`src/rtl/seq_pkg.sv`:
```
// seq_pkg: opcode encoding, widths and flag bundle shared by the
// datapath and the sequence controller.
package seq_pkg;

  localparam int ADDR_W  = 7;
  localparam int DATA_W  = 8;
  localparam int INSTR_W = 12;

  typedef enum logic [3:0] {
    LOAD  = 4'd0,
    STORE = 4'd1,
    ADD   = 4'd2,
    SUB   = 4'd3,
    AND   = 4'd4,
    OR    = 4'd5,
    XOR   = 4'd6,
    NOT   = 4'd7,
    B     = 4'd8,
    BZ    = 4'd9,
    BN    = 4'd10,
    BV    = 4'd11,
    BC    = 4'd12
  } opcode_e;

  typedef struct packed {
    logic zf;
    logic nf;
    logic of;
    logic cf;
  } flags_t;

endpackage

```
`src/rtl/seq_alu.sv`:
```
// seq_alu: combinational ALU result and next flags for one opcode.
// Ports: op_i, a_i, b_i, flags_i in; r_o, flags_o, upd_o out.
module seq_alu
  import seq_pkg::*;
(
  input  logic [3:0]        op_i,
  input  logic [DATA_W-1:0] a_i,
  input  logic [DATA_W-1:0] b_i,
  input  flags_t            flags_i,
  output logic [DATA_W-1:0] r_o,
  output flags_t            flags_o,
  output logic              upd_o
);

  logic [DATA_W:0]   ext;
  logic [DATA_W-1:0] res;

  always_comb begin
    ext     = '0;
    res     = a_i;
    flags_o = flags_i;
    upd_o   = 1'b1;
    case (op_i)
      LOAD: res = b_i;
      ADD: begin
        ext = {1'b0, a_i} + {1'b0, b_i};
        res = ext[DATA_W-1:0];
        flags_o.cf = ext[DATA_W];
        flags_o.of = (a_i[7] == b_i[7])
                   & (res[7] != a_i[7]);
      end
      SUB: begin
        // 9-bit borrow is set exactly when A < B
        ext = {1'b0, a_i} - {1'b0, b_i};
        res = ext[DATA_W-1:0];
        flags_o.cf = ext[DATA_W];
        flags_o.of = (a_i[7] != b_i[7])
                   & (res[7] != a_i[7]);
      end
      AND, OR, XOR, NOT: begin
        case (op_i)
          AND:     res = a_i & b_i;
          OR:      res = a_i | b_i;
          XOR:     res = a_i ^ b_i;
          default: res = ~a_i;
        endcase
        flags_o.cf = 1'b0;
        flags_o.of = 1'b0;
      end
      default: upd_o = 1'b0;
    endcase
    if (upd_o) begin
      flags_o.zf = (res == '0);
      flags_o.nf = res[7];
    end
    r_o = res;
  end

endmodule

```
`src/rtl/seq_datapath.sv`:
```
// seq_datapath: PC/IR/A/B/RDR/ALU_R/flag registers of the sequencer.
// Ports: CLK, RST, EN, control strobes, IR fields, flags, memory and
// I/O port. Optional PDR/PORT_OUT registers: SEQ_DP_IO_PORT_EN.
module seq_datapath
  import seq_pkg::*;
(
  input  logic               CLK,
  input  logic               RST,
  input  logic               EN,
  input  logic               IR_EN,
  input  logic               A_EN,
  input  logic               B_EN,
  input  logic               PDR_EN,
  input  logic               PORT_EN,
  input  logic               PORT_RD,
  input  logic               PC_EN,
  input  logic               PC_LOAD,
  input  logic               ALU_EN,
  input  logic               ALU_OE,
  input  logic               RAM_OE,
  input  logic               RDR_EN,
  input  logic               RAM_CS,
  output logic [ADDR_W-1:0]  ADDR,
  output logic [3:0]         OPCODE,
  output logic               I_FLAG,
  output logic               ZF,
  output logic               NF,
  output logic               OF,
  output logic               CF,
  output logic [ADDR_W-1:0]  MEM_ADDR,
  input  logic [INSTR_W-1:0] MEM_RDATA,
  output logic [DATA_W-1:0]  MEM_WDATA,
  output logic               MEM_WE,
  input  logic [DATA_W-1:0]  PORT_IN,
  output logic [DATA_W-1:0]  PORT_OUT
);

  logic [ADDR_W-1:0]  pc_q, pc_d;
  logic [INSTR_W-1:0] ir_q, ir_d;
  logic [DATA_W-1:0]  a_q, a_d;
  logic [DATA_W-1:0]  b_q, b_d;
  logic [DATA_W-1:0]  rdr_q, rdr_d;
  logic [DATA_W-1:0]  alu_q, alu_d;
  flags_t             flg_q, flg_d;

  logic [DATA_W-1:0]  alu_r;
  flags_t             alu_f;
  logic               alu_upd;

  assign OPCODE = ir_q[11:8];
  assign I_FLAG = ir_q[7];
  assign ADDR   = ir_q[6:0];

  assign ZF = flg_q.zf;
  assign NF = flg_q.nf;
  assign OF = flg_q.of;
  assign CF = flg_q.cf;

  assign MEM_ADDR  = IR_EN ? pc_q : ADDR;
  assign MEM_WDATA = a_q;
  assign MEM_WE    = RAM_CS & ~RAM_OE & ~RST;

  seq_alu u_alu (
    .op_i    (OPCODE),
    .a_i     (a_q),
    .b_i     (b_q),
    .flags_i (flg_q),
    .r_o     (alu_r),
    .flags_o (alu_f),
    .upd_o   (alu_upd)
  );

  always_comb begin
    pc_d = pc_q;
    if (PC_LOAD)    pc_d = ADDR;
    else if (PC_EN) pc_d = pc_q + 1'b1;

    ir_d  = IR_EN ? MEM_RDATA : ir_q;
    rdr_d = (RDR_EN & RAM_CS & RAM_OE)
          ? MEM_RDATA[DATA_W-1:0] : rdr_q;

    a_d = a_q;
    if (A_EN) a_d = ALU_OE ? alu_q : rdr_q;

    b_d = b_q;
    if (B_EN) b_d = I_FLAG ? {1'b0, ADDR} : rdr_q;

    alu_d = alu_q;
    flg_d = flg_q;
    if (ALU_EN & alu_upd) begin
      alu_d = alu_r;
      flg_d = alu_f;
    end
  end

  always_ff @(posedge CLK or posedge RST) begin
    if (RST) begin
      pc_q  <= '0;
      ir_q  <= '0;
      a_q   <= '0;
      b_q   <= '0;
      rdr_q <= '0;
      alu_q <= '0;
      flg_q <= '0;
    end else if (EN) begin
      pc_q  <= pc_d;
      ir_q  <= ir_d;
      a_q   <= a_d;
      b_q   <= b_d;
      rdr_q <= rdr_d;
      alu_q <= alu_d;
      flg_q <= flg_d;
    end
  end

`ifdef SEQ_DP_IO_PORT_EN
  logic [DATA_W-1:0] pdr_q;
  logic [DATA_W-1:0] pout_q;
  logic              unused_io;

  // PDR has no reader inside the datapath yet
  assign unused_io = ^pdr_q;
  assign PORT_OUT  = pout_q;

  always_ff @(posedge CLK or posedge RST) begin
    if (RST) begin
      pdr_q  <= '0;
      pout_q <= '0;
    end else if (EN) begin
      if (PDR_EN & PORT_RD)  pdr_q  <= PORT_IN;
      if (PORT_EN & ~PORT_RD) pout_q <= a_q;
    end
  end
`else
  logic unused_io;

  assign unused_io = ^{PDR_EN, PORT_EN, PORT_RD, PORT_IN};
  assign PORT_OUT  = '0;
`endif

endmodule

```
`config.mk`:
```
export PLATFORM = sky130hd
export DESIGN_NAME = seq_datapath
export DESIGN_NICKNAME = d
export VERILOG_FILES = /design/src/rtl/seq_pkg.sv /design/src/rtl/seq_alu.sv /design/src/rtl/seq_datapath.sv
export SDC_FILE = /design/constraint.sdc
export NUM_CORES = 1
export LEC_CHECK = 0
export CORE_MARGIN = 2
export CORE_UTILIZATION = 30
export CTS_CLUSTER_DIAMETER = 100
export DETAILED_ROUTE_END_ITERATION = 10
export SETUP_SLACK_MARGIN = 0.2
export SYNTH_ARGS = -nofsm -noshare
export SYNTH_HDL_FRONTEND = slang
export SYNTH_HIERARCHICAL = 1
export SYNTH_SLANG_ARGS = --single-unit
```
`constraint.sdc`:
```
create_clock -name CLK -period 2.7 [get_ports CLK]
set_input_delay 0.27 -clock CLK [delete_from_list [all_inputs] [get_ports CLK]]
set_output_delay 0.27 -clock CLK [all_outputs]
set_load 0.05 [all_outputs]
```
==> results.json, run 1 <==
{
  "status": "complete, but fails checks",
  "violations": "setup timing",
  "crit_chain": "inv_2, ha_4, inv_2, fa_2, a2111oi_4, nor3_2, xor2_1, o221ai_2, or4_4, o41ai_2, mux2_2",
  "setup_viol": 1,
  "synth.cell_area_um2": 4030,
  "synthMuxAreaShare_pct": 16.7,
  "nets": 577,
  "synth_top_family_by_area": "compound AO/OA/AOI/OAI gates",
  "core-area_um2": 13200,
  "first_pass_iters": 4,
  "synth_simple_gate_area_share_pct": 13.0,
  "hold_ws_ns": 0.405,
  "critPathMaxFanout": 3,
  "grt_setup_unrepaired": "yes",
  "synth_compound_area_share_pct": 17.3,
  "wl_met3_um": 358,
  "drt_iter0_drc": 165,
  "initial_utilization_pct": 30.5,
  "slowest_delay_ns": 0.57,
  "grt_antenna_before_repair": 0,
  "synth_area_leaders": "dfrtp_1 34%, mux2_2 11%, ha_1 8.1%, mux2i_1 4.7%, a21oi_1 4.6%",
  "syn_inst": 427,
  "grt-ovfl-total": 0,
  "hold_path.class": "in2async",
  "cap_violations": 0,
  "io_pins": 76,
  "synthXorXnorAreaFrac_pct": 1.52,
  "synth_top_area_share_pct": 34.2,
  "cts.sink_count": 55,
  "layout_common_cells": "56 x clkdlybuf4s50_1, 48 x dfrtp_1, 46 x buf_4",
  "die_h_um": 120,
  "crit_slowest_cell": "or4_4",
  "ys_seq_elements": 55,
  "cpMostUsedCell": "inv_2",
  "die-area_um2": 14400,
  "cellPowerDensity_nw_per_um2": 871,
  "crit_family": "compound AO/OA/AOI/OAI gates",
  "synth_area_leader_cell": "dfrtp_1",
  "fp-row-count": 42,
  "drc": 0,
  "clockRootBuffer": "clkbuf_16",
  "path_class": "reg2reg",
  "hpwl_um": 8500,
  "grt_first_pass_wirelength_um": 17700,
  "fmax_ghz": 0.353,
  "yosysSeqAreaShare_pct": 34.2,
  "skew_ns": 0.00378,
  "cts_tree": "done",
  "clk_latency_ns": 0.29,
  "via_per_inst": 5.01,
  "yosysWarnings": 6,
  "drive_gt1_share_pct": 28.0,
  "path_clk_slew_ns": 0.07,
  "clockBufferDepth": 2,
  "hold_viol_final": 0,
  "dieWidth_um": 120,
  "num-fill-cells": 1279,
  "top_layer_used": "met4",
  "wl_um": 10900,
  "h-tree-depth": 2,
  "min_period_ns": 2.83,
  "endpoint_kind": "flop",
  "grt.total_usage_pct": 15.2,
  "ctsHoldBuffers": 0,
  "ant_nets": 0,
  "slew_violations": 0,
  "cts_buffers": 5,
  "final.period_utilization_pct": 105,
  "wl_met1_um": 4950,
  "worst-endpoint-arrival_ns": 3.07,
  "route.met2.wl_um": 5440,
  "final_common_cell": "clkdlybuf4s50_1",
  "synth_cell_types": 68,
  "io_buffers": 56,
  "n_antenna_cell": 0,
  "grt_pass1_vias": 3455,
  "place_area_um2": 5000,
  "start_kind": "flop",
  "vias": 3460,
  "slew_headroom_pct": 36.1,
  "p_leak_nw": 2.35,
  "synth_fa_ha_area_share_pct": 9.07,
  "syn_to_final_growth_pct": 33.8,
  "synth_edf_count": 0,
  "grt_max_degree": 30,
  "required_ns": 2.93,
  "worst_slew_pin_slew_ns": 0.934,
  "globalplace.congestion": 0.873,
  "wl_per_cell_um": 15.8,
  "finalWorstSetupSlack_ns": -0.135,
  "synthFlopType": "dfrtp_1",
  "peakVddDrop_uv": 423,
  "final_area_um2": 5390,
  "cp_num_buf_inv": 2,
  "avgSynthCellArea_um2": 9.44,
  "async_flop_share_pct": 100
}
==> worst reg2reg max path: stages, from the launching register on <==
cell       delay [ns]
dfrtp_2          0.44
inv_2            0.09
ha_4             0.14
inv_2            0.03
fa_2             0.37
a2111oi_4        0.32
nor3_2           0.08
xor2_1           0.21
o221ai_2         0.14
or4_4            0.57
o41ai_2          0.20
mux2_2           0.19
==> state kept, by name, indices dropped and copies added, names as in the netlist <==
signal	flops
ZF	1
rdr_q	8
b_q	8
OF	1
alu_q	8
MEM_WDATA	8
pc_q	7
ir_q	12
CF	1
NF	1
==> synth_stat cells, types with 5 or more instances <==
cell      instances
a21o_1            7
a21oi_1          37
buf_2            12
buf_4            10
dfrtp_1          55
ha_1             26
inv_1            33
mux2_2           39
mux2i_1          19
nand2_1          20
nand2b_1          8
nand3_1          12
nor2_1           35
o21ai_0          22
o22ai_1           6
xnor2_1           5
==> cell families after synthesis <==
group,Yosys count
DFF,55
buffers and inverters,65
and+or+nand+nor,103
adders and majority gates,28
muxes,60
xor gates and xnor gates,7
AOI/OAI and AO/OA,108
other,1
==> what timing repair did <==
| action | 4_1_cts | 5_1_grt |
|---|---|---|
| endpoints found under the setup margin | 5 | 7 |
| pin swaps | 3 | 17 |
| resized for setup | 8 | 25 |
| buffers inserted | 2 | 5 |
==> area by class of cell <==
cell class | count | area, um^2 | area share, %
clock buffers | 6 | 139 | 2.58
clock inverters | 2 | 35.0 | 0.650
inverters | 34 | 128 | 2.37
multi-input cells | 314 | 2560 | 47.4
flip-flops and latches | 55 | 1390 | 25.7
well taps | 176 | 220 | 4.09
repair buffers | 103 | 926 | 17.2
==> routing by layer <==
layer / up-vias / GRT usage (%)
met3: 9 / 1.76
met2: 80 / 27.3
li1: 1673 / -
met4: 0 / 3.31
met1: 1698 / 19.7
met5: - / 0
==> report_power, final <==
group	switching (W)	internal, W	total, W
Clock	0.000283	0.000461	0.000744
Combinational	0.00149	0.00121	0.00270
Sequential	0.000210	0.00104	0.00125
==> stage by stage <==
| stage | instances | power (W) | utilization [%] | setup slack [ns] | setup TNS (ns) |
|---|---|---|---|---|---|
| 2_1_floorplan | 434 | 0.00289 | - | -0.0815 | -0.0815 |
| 3_5_place_dp | 675 | 0.00367 | 37.9 | -0.120 | -0.120 |
| 6_report | 690 | 0.00469 | 40.9 | -0.135 | -0.135 |
| 3_3_place_gp | 675 | 0.00363 | 37.9 | -0.0699 | -0.0699 |
| 5_1_grt | 690 | 0.00500 | 40.9 | -0.254 | -0.254 |
| 4_1_cts | 685 | 0.00450 | 39.6 | -0.110 | -0.110 |
==> path summary, 6_finish.rpt <==
path | start | endpoint | slack [ns] | depth (start not counted)
setup / recovery | MEM_WDATA[0] | ZF | -0.13 | 11
hold / removal | RST | ir_q[6] | 0.40 | 2
setup reg to reg | MEM_WDATA[0] | ZF | -0.13 | 11
hold reg to reg | alu_q[2] | alu_q[2] | 0.51 | 1
max in group asynchronous | RST | MEM_WDATA[1] | 1.65 | 3
min in group CLK | alu_q[2] | alu_q[2] | 0.51 | 1
No activity file was read; power rests on OpenSTA's default activity.
==> inputs of run 2 (changes only) <==
--- a/config.mk
+++ b/config.mk
@@ -6,7 +6,7 @@
 export NUM_CORES = 1
 export LEC_CHECK = 0
 export CORE_MARGIN = 2
-export CORE_UTILIZATION = 30
+export CORE_UTILIZATION = 37
 export CTS_CLUSTER_DIAMETER = 100
 export DETAILED_ROUTE_END_ITERATION = 10
 export SETUP_SLACK_MARGIN = 0.2
==> constraint.sdc (replaced) <==
create_clock -name CLK -period 2.4 [get_ports CLK]
set_input_delay 0.24 -clock CLK [delete_from_list [all_inputs] [get_ports CLK]]
set_output_delay 0.24 -clock CLK [all_outputs]
set_load 0.05 [all_outputs]
==> results.json, run 2 (synthesis results as in run 1) <==
{
  "syn_to_final_growth_pct": 41.2,
  "wl_um": 11300,
  "peakVddDrop_uv": 387,
  "grt.total_usage_pct": 19.9,
  "slew_headroom_pct": 65.0,
  "slew_violations": 0,
  "regToRegStartpoint": "MEM_WDATA[0]",
  "largest_register_ffs": 12,
  "fin_util_pct": 53.0,
  "drive_gt1_share_pct": 37.8,
  "grt_pass1_vias": 3724,
  "cts_buffers": 5,
  "via_per_inst": 5.19,
  "worst-endpoint-arrival_ns": 3.09,
  "path_clk_slew_ns": 0.11,
  "die-area_um2": 11700,
  "multi_input_area_um2": 2630,
  "grt_setup_unrepaired": "yes",
  "ctsHoldBuffers": 0,
  "seq_power_share_pct": 25.3,
  "switching_share_pct": 42.3,
  "num-fill-cells": 1016,
  "violations": "setup timing",
  "io_buffers": 56,
  "status": "complete, but fails checks",
  "p_leak_nw": 2.55,
  "grt_first_pass_wirelength_um": 18400,
  "final.period_utilization_pct": 118,
  "grt-ovfl-total": 0,
  "ant_nets": 0,
  "required_ns": 2.66,
  "wl_per_cell_um": 16.3,
  "worst_slew_pin_slew_ns": 0.524,
  "hold_viol_final": 0,
  "io_pins": 76,
  "core-area_um2": 10700,
  "skew_ns": 0.0109,
  "switchingPower_w": 0.00235,
  "h-tree-depth": 2,
  "endpoint_kind": "flop",
  "cap_violations": 0,
  "drt_iter0_drc": 133,
  "cts.sink_count": 55,
  "vias": 3609,
  "min_period_ns": 2.83,
  "nets": 618,
  "layout_common_cells": "90 x buf_4, 49 x clkdlybuf4s50_1, 47 x dfrtp_1",
  "final_common_cell": "buf_4",
  "finalWorstSetupSlack_ns": -0.431,
  "setup_viol": 5,
  "regArea_um2": 1390,
  "cellPowerDensity_nw_per_um2": 976,
  "drc": 0,
  "hpwl_um": 8490,
  "pre_cts_ws_ns": -0.420,
  "hold_path.class": "in2async",
  "power.internal_w": 0.00320,
  "reg2reg_to": "ZF",
  "top_register": "ir_q",
  "globalplace.congestion": 0.912,
  "p_comb_share_pct": 61.1,
  "r2r_slack_ns": -0.43,
  "cts_tree": "done",
  "initial_utilization_pct": 37.5,
  "path_class": "reg2reg",
  "grt_max_degree": 56,
  "clockBufferDepth": 2,
  "clockRootBuffer": "clkbuf_8",
  "n_antenna_cell": 0,
  "r2r_cells": 11,
  "dieWidth_um": 108,
  "critPathMaxFanout": 3,
  "fmax_ghz": 0.353,
  "clk_latency_ns": 0.32,
  "first_pass_iters": 6,
  "clockPowerShare_pct": 13.6,
  "fp-row-count": 38,
  "grt_antenna_before_repair": 0,
  "die_h_um": 108,
  "start_kind": "flop"
}
[run 2: worst max path at each step]
stage / endpoint / slack [ns] / start / cells past startpoint
2_1_floorplan: ZF / -0.37 / MEM_WDATA[0] / 11
3_3_place_gp: ZF / -0.30 / MEM_WDATA[0] / 11
3_5_place_dp: ZF / -0.42 / MEM_WDATA[0] / 11
4_1_cts: ZF / -0.39 / MEM_WDATA[0] / 11
5_1_grt: ZF / -0.51 / MEM_WDATA[0] / 11
6_report: ZF / -0.43 / MEM_WDATA[0] / 11
[run 2: critical path, stage by stage (launching register included)]
cell and delay [ns]:
dfrtp_2 0.44, inv_2 0.08, ha_4 0.13, inv_2 0.03, fa_2 0.38, a2111oi_4 0.36
nor3_2 0.09, xor2_1 0.17, o221ai_2 0.12, or4_4 0.56, o41ai_2 0.21, mux2_2 0.20
[run 2: layout make-up]
cell class / instances / share of cell area, %
Clock inverter: 3 / 1.25
Timing Repair Buffer: 144 / 21.6
Clock buffer: 5 / 1.21
Tap cell: 140 / 3.08
Inverter: 34 / 2.33
Sequential cell: 55 / 24.4
Multi-Input combinational cell: 314 / 46.1
[run 2: what timing repair did]
action / CTS / global route
endpoints found under the setup margin: 9 / 12
gates resized for setup: 31 / 16
buffers inserted: 9 / 3
pin swaps: 16 / 14
[run 2: power groups by stage]
stage	clock network [W]	logic (W)	registers [W]
global placement	0	0.00298	0.00140
global route	0.000808	0.00366	0.00144
finish	0.000753	0.00340	0.00141
floorplan	0	0.00164	0.00171
CTS	0.000781	0.00326	0.00140
detailed placement	0	0.00301	0.00142
[run 2: through the flow]
step / instances / instance area, um^2 / hold slack, ns / setup TNS (ns) / power, W
after floorplan: 434 / 4180 / 0.390 / -0.399 / 0.00335
after global placement: 675 / 5270 / 0.488 / -0.784 / 0.00438
after detailed placement: 675 / 5270 / 0.498 / -0.975 / 0.00443
after CTS: 692 / 5610 / 0.321 / -0.500 / 0.00545
after global routing: 695 / 5690 / 0.349 / -1.34 / 0.00591
final: 695 / 5690 / 0.315 / -0.747 / 0.00555
[run 2: metal layers]
layer  GRT usage (%)  routed length (um)
met4            6.41                 222
met5               0                   0
met2            33.9                5560
met3            3.50                 517
met1            25.8                5000
==> inputs of run 3 (changes only) <==
--- a/config.mk
+++ b/config.mk
@@ -5,10 +5,14 @@
 export SDC_FILE = /design/constraint.sdc
 export NUM_CORES = 1
 export LEC_CHECK = 0
+export CELL_PAD_IN_SITES_DETAIL_PLACEMENT = 0
+export CELL_PAD_IN_SITES_GLOBAL_PLACEMENT = 1
 export CORE_MARGIN = 2
-export CORE_UTILIZATION = 37
+export CORE_UTILIZATION = 36
 export CTS_CLUSTER_DIAMETER = 100
 export DETAILED_ROUTE_END_ITERATION = 10
+export PLACE_DENSITY_LB_ADDON = 0.1
+export RECOVER_POWER = 50
 export SETUP_SLACK_MARGIN = 0.2
 export SYNTH_ARGS = -nofsm -noshare
 export SYNTH_HDL_FRONTEND = slang
==> results.json, run 3 (synthesis results as in run 1) <==
{
  "status": "complete, but fails checks",
  "violations": "setup timing",
  "clockBufferDepth": 2,
  "peakVddDrop_uv": 378,
  "final_common_cell": "buf_4",
  "fmax_ghz": 0.364,
  "ant_nets": 0,
  "hold_path.class": "reg2reg",
  "grt.total_usage_pct": 19.7,
  "top_register": "ir_q",
  "vias": 3535,
  "final.period_utilization_pct": 115,
  "slew_violations": 0,
  "num-fill-cells": 1003,
  "nets": 619,
  "min_path_cells": 1,
  "hold_viol_final": 0,
  "r2r_cells": 11,
  "fin_util_pct": 52.4,
  "required_ns": 2.67,
  "endpoint_kind": "flop",
  "cts.sink_count": 55,
  "layout_common_cells": "86 x buf_4, 46 x dfrtp_1, 46 x clkdlybuf4s50_1",
  "crit_chain": "inv_2, ha_4, inv_2, fa_2, a2111oi_4, nor3_2, xor2_1, o221ai_2, or4_4, o41ai_2, mux2_2",
  "h-tree-depth": 2,
  "hpwl_um": 8770,
  "first_pass_iters": 4,
  "clk_latency_ns": 0.32,
  "p_leak_nw": 2.54,
  "start_kind": "flop",
  "path_class": "reg2reg",
  "cpMostUsedCell": "inv_2",
  "finalWorstSetupSlack_ns": -0.350,
  "setup_viol": 6,
  "grt-ovfl-total": 0,
  "grt_pass1_vias": 3500,
  "cts_tree": "done",
  "drc": 0,
  "slowest_delay_ns": 0.55,
  "dieWidth_um": 110,
  "drive_gt1_share_pct": 38.9,
  "totalPowerFinal_w": 0.00557,
  "clockRootBuffer": "clkbuf_8",
  "grt_max_degree": 56,
  "grt_antenna_before_repair": 0,
  "syn_to_final_growth_pct": 41.7,
  "wl_per_cell_um": 16.5,
  "cap_violations": 0,
  "cts_buffers": 5,
  "fp-row-count": 38,
  "globalplace.congestion": 0.846,
  "min_period_ns": 2.75,
  "n_antenna_cell": 0,
  "io_pins": 76,
  "io_buffers": 56,
  "path_clk_slew_ns": 0.10,
  "initial_utilization_pct": 37.0,
  "worst-endpoint-arrival_ns": 3.02,
  "grt_setup_unrepaired": "yes",
  "core-area_um2": 10900,
  "cellPowerDensity_nw_per_um2": 975,
  "slew_headroom_pct": 6.58,
  "die_h_um": 110,
  "wl_um": 11500,
  "drt_iter0_drc": 128,
  "grt_first_pass_wirelength_um": 18300,
  "critPathMaxFanout": 3,
  "crit_slowest_cell": "or4_4",
  "worst_slew_pin_slew_ns": 1.40,
  "largest_register_ffs": 12,
  "via_per_inst": 5.09,
  "die-area_um2": 12100,
  "pre_cts_ws_ns": -0.330,
  "skew_ns": 0.00797
}
run 3: power by group:
group / internal (W) / switching (W) / leakage, nW
sequential: 0.00117 / 0.000232 / 0.640
combinational: 0.00171 / 0.00184 / 1.85
clock: 0.000306 / 0.000313 / 0.0502
run 3: path summary, 6_finish.rpt:
path                         startpoint            to  slack (ns)
setup / recovery           MEM_WDATA[0]            ZF       -0.35
hold / removal                 alu_q[1]      alu_q[1]        0.51
setup reg to reg           MEM_WDATA[0]            ZF       -0.35
hold reg to reg                alu_q[1]      alu_q[1]        0.51
max in group asynchronous           RST  MEM_WDATA[2]        0.60
min in group asynchronous           RST  MEM_WDATA[5]        0.86
run 3: timing repair:
item / 4_1_cts / 5_1_grt
resized for setup: 35 / 23
pin swaps: 24 / 11
buffers inserted: 10 / 4
endpoints found under the setup margin: 12 / 12
hold buffers: 0 / 0
run 3: routing by layer:
layer | track usage, % | vias to the layer above | wire length (um)
met5 | 0 | - | 0
met4 | 4.43 | 0 | 140
met3 | 2.19 | 9 | 441
met2 | 33.3 | 81 | 5540
met1 | 27.0 | 1689 | 5340
li1 | - | 1756 | -
run 3: area by class of cell:
| type | instances | area, um^2 | area share, % |
|---|---|---|---|
| Timing Repair Buffer | 145 | 1250 | 21.9 |
| Clock inverter | 2 | 37.5 | 0.657 |
| Tap cell | 140 | 175 | 3.07 |
| Inverter | 34 | 133 | 2.32 |
| Clock buffer | 5 | 68.8 | 1.21 |
| Multi-Input combinational cell | 314 | 2660 | 46.5 |
| Sequential cell | 55 | 1390 | 24.3 |
run 3: stage by stage:
stage	cell area [um^2]	hold WS [ns]	std cells	TNS [ns]
after floorplan	4180	0.390	434	-0.399
after global placement	5290	0.488	674	-0.695
after detailed placement	5290	0.493	674	-0.734
after CTS	5600	0.320	691	-0.433
after global routing	5710	0.534	695	-1.36
final	5710	0.512	695	-0.654
run 3: worst max-delay path: cells and delay by family (launching register included):
kind / cells / cell delay, ns
DFF: 1 / 0.43
and+or+nand+nor: 2 / 0.63
AOI/OAI and AO/OA: 3 / 0.64
muxes: 1 / 0.18
adders and majority gates: 2 / 0.51
xor gates and xnor gates: 1 / 0.20
buffers and inverters: 2 / 0.11
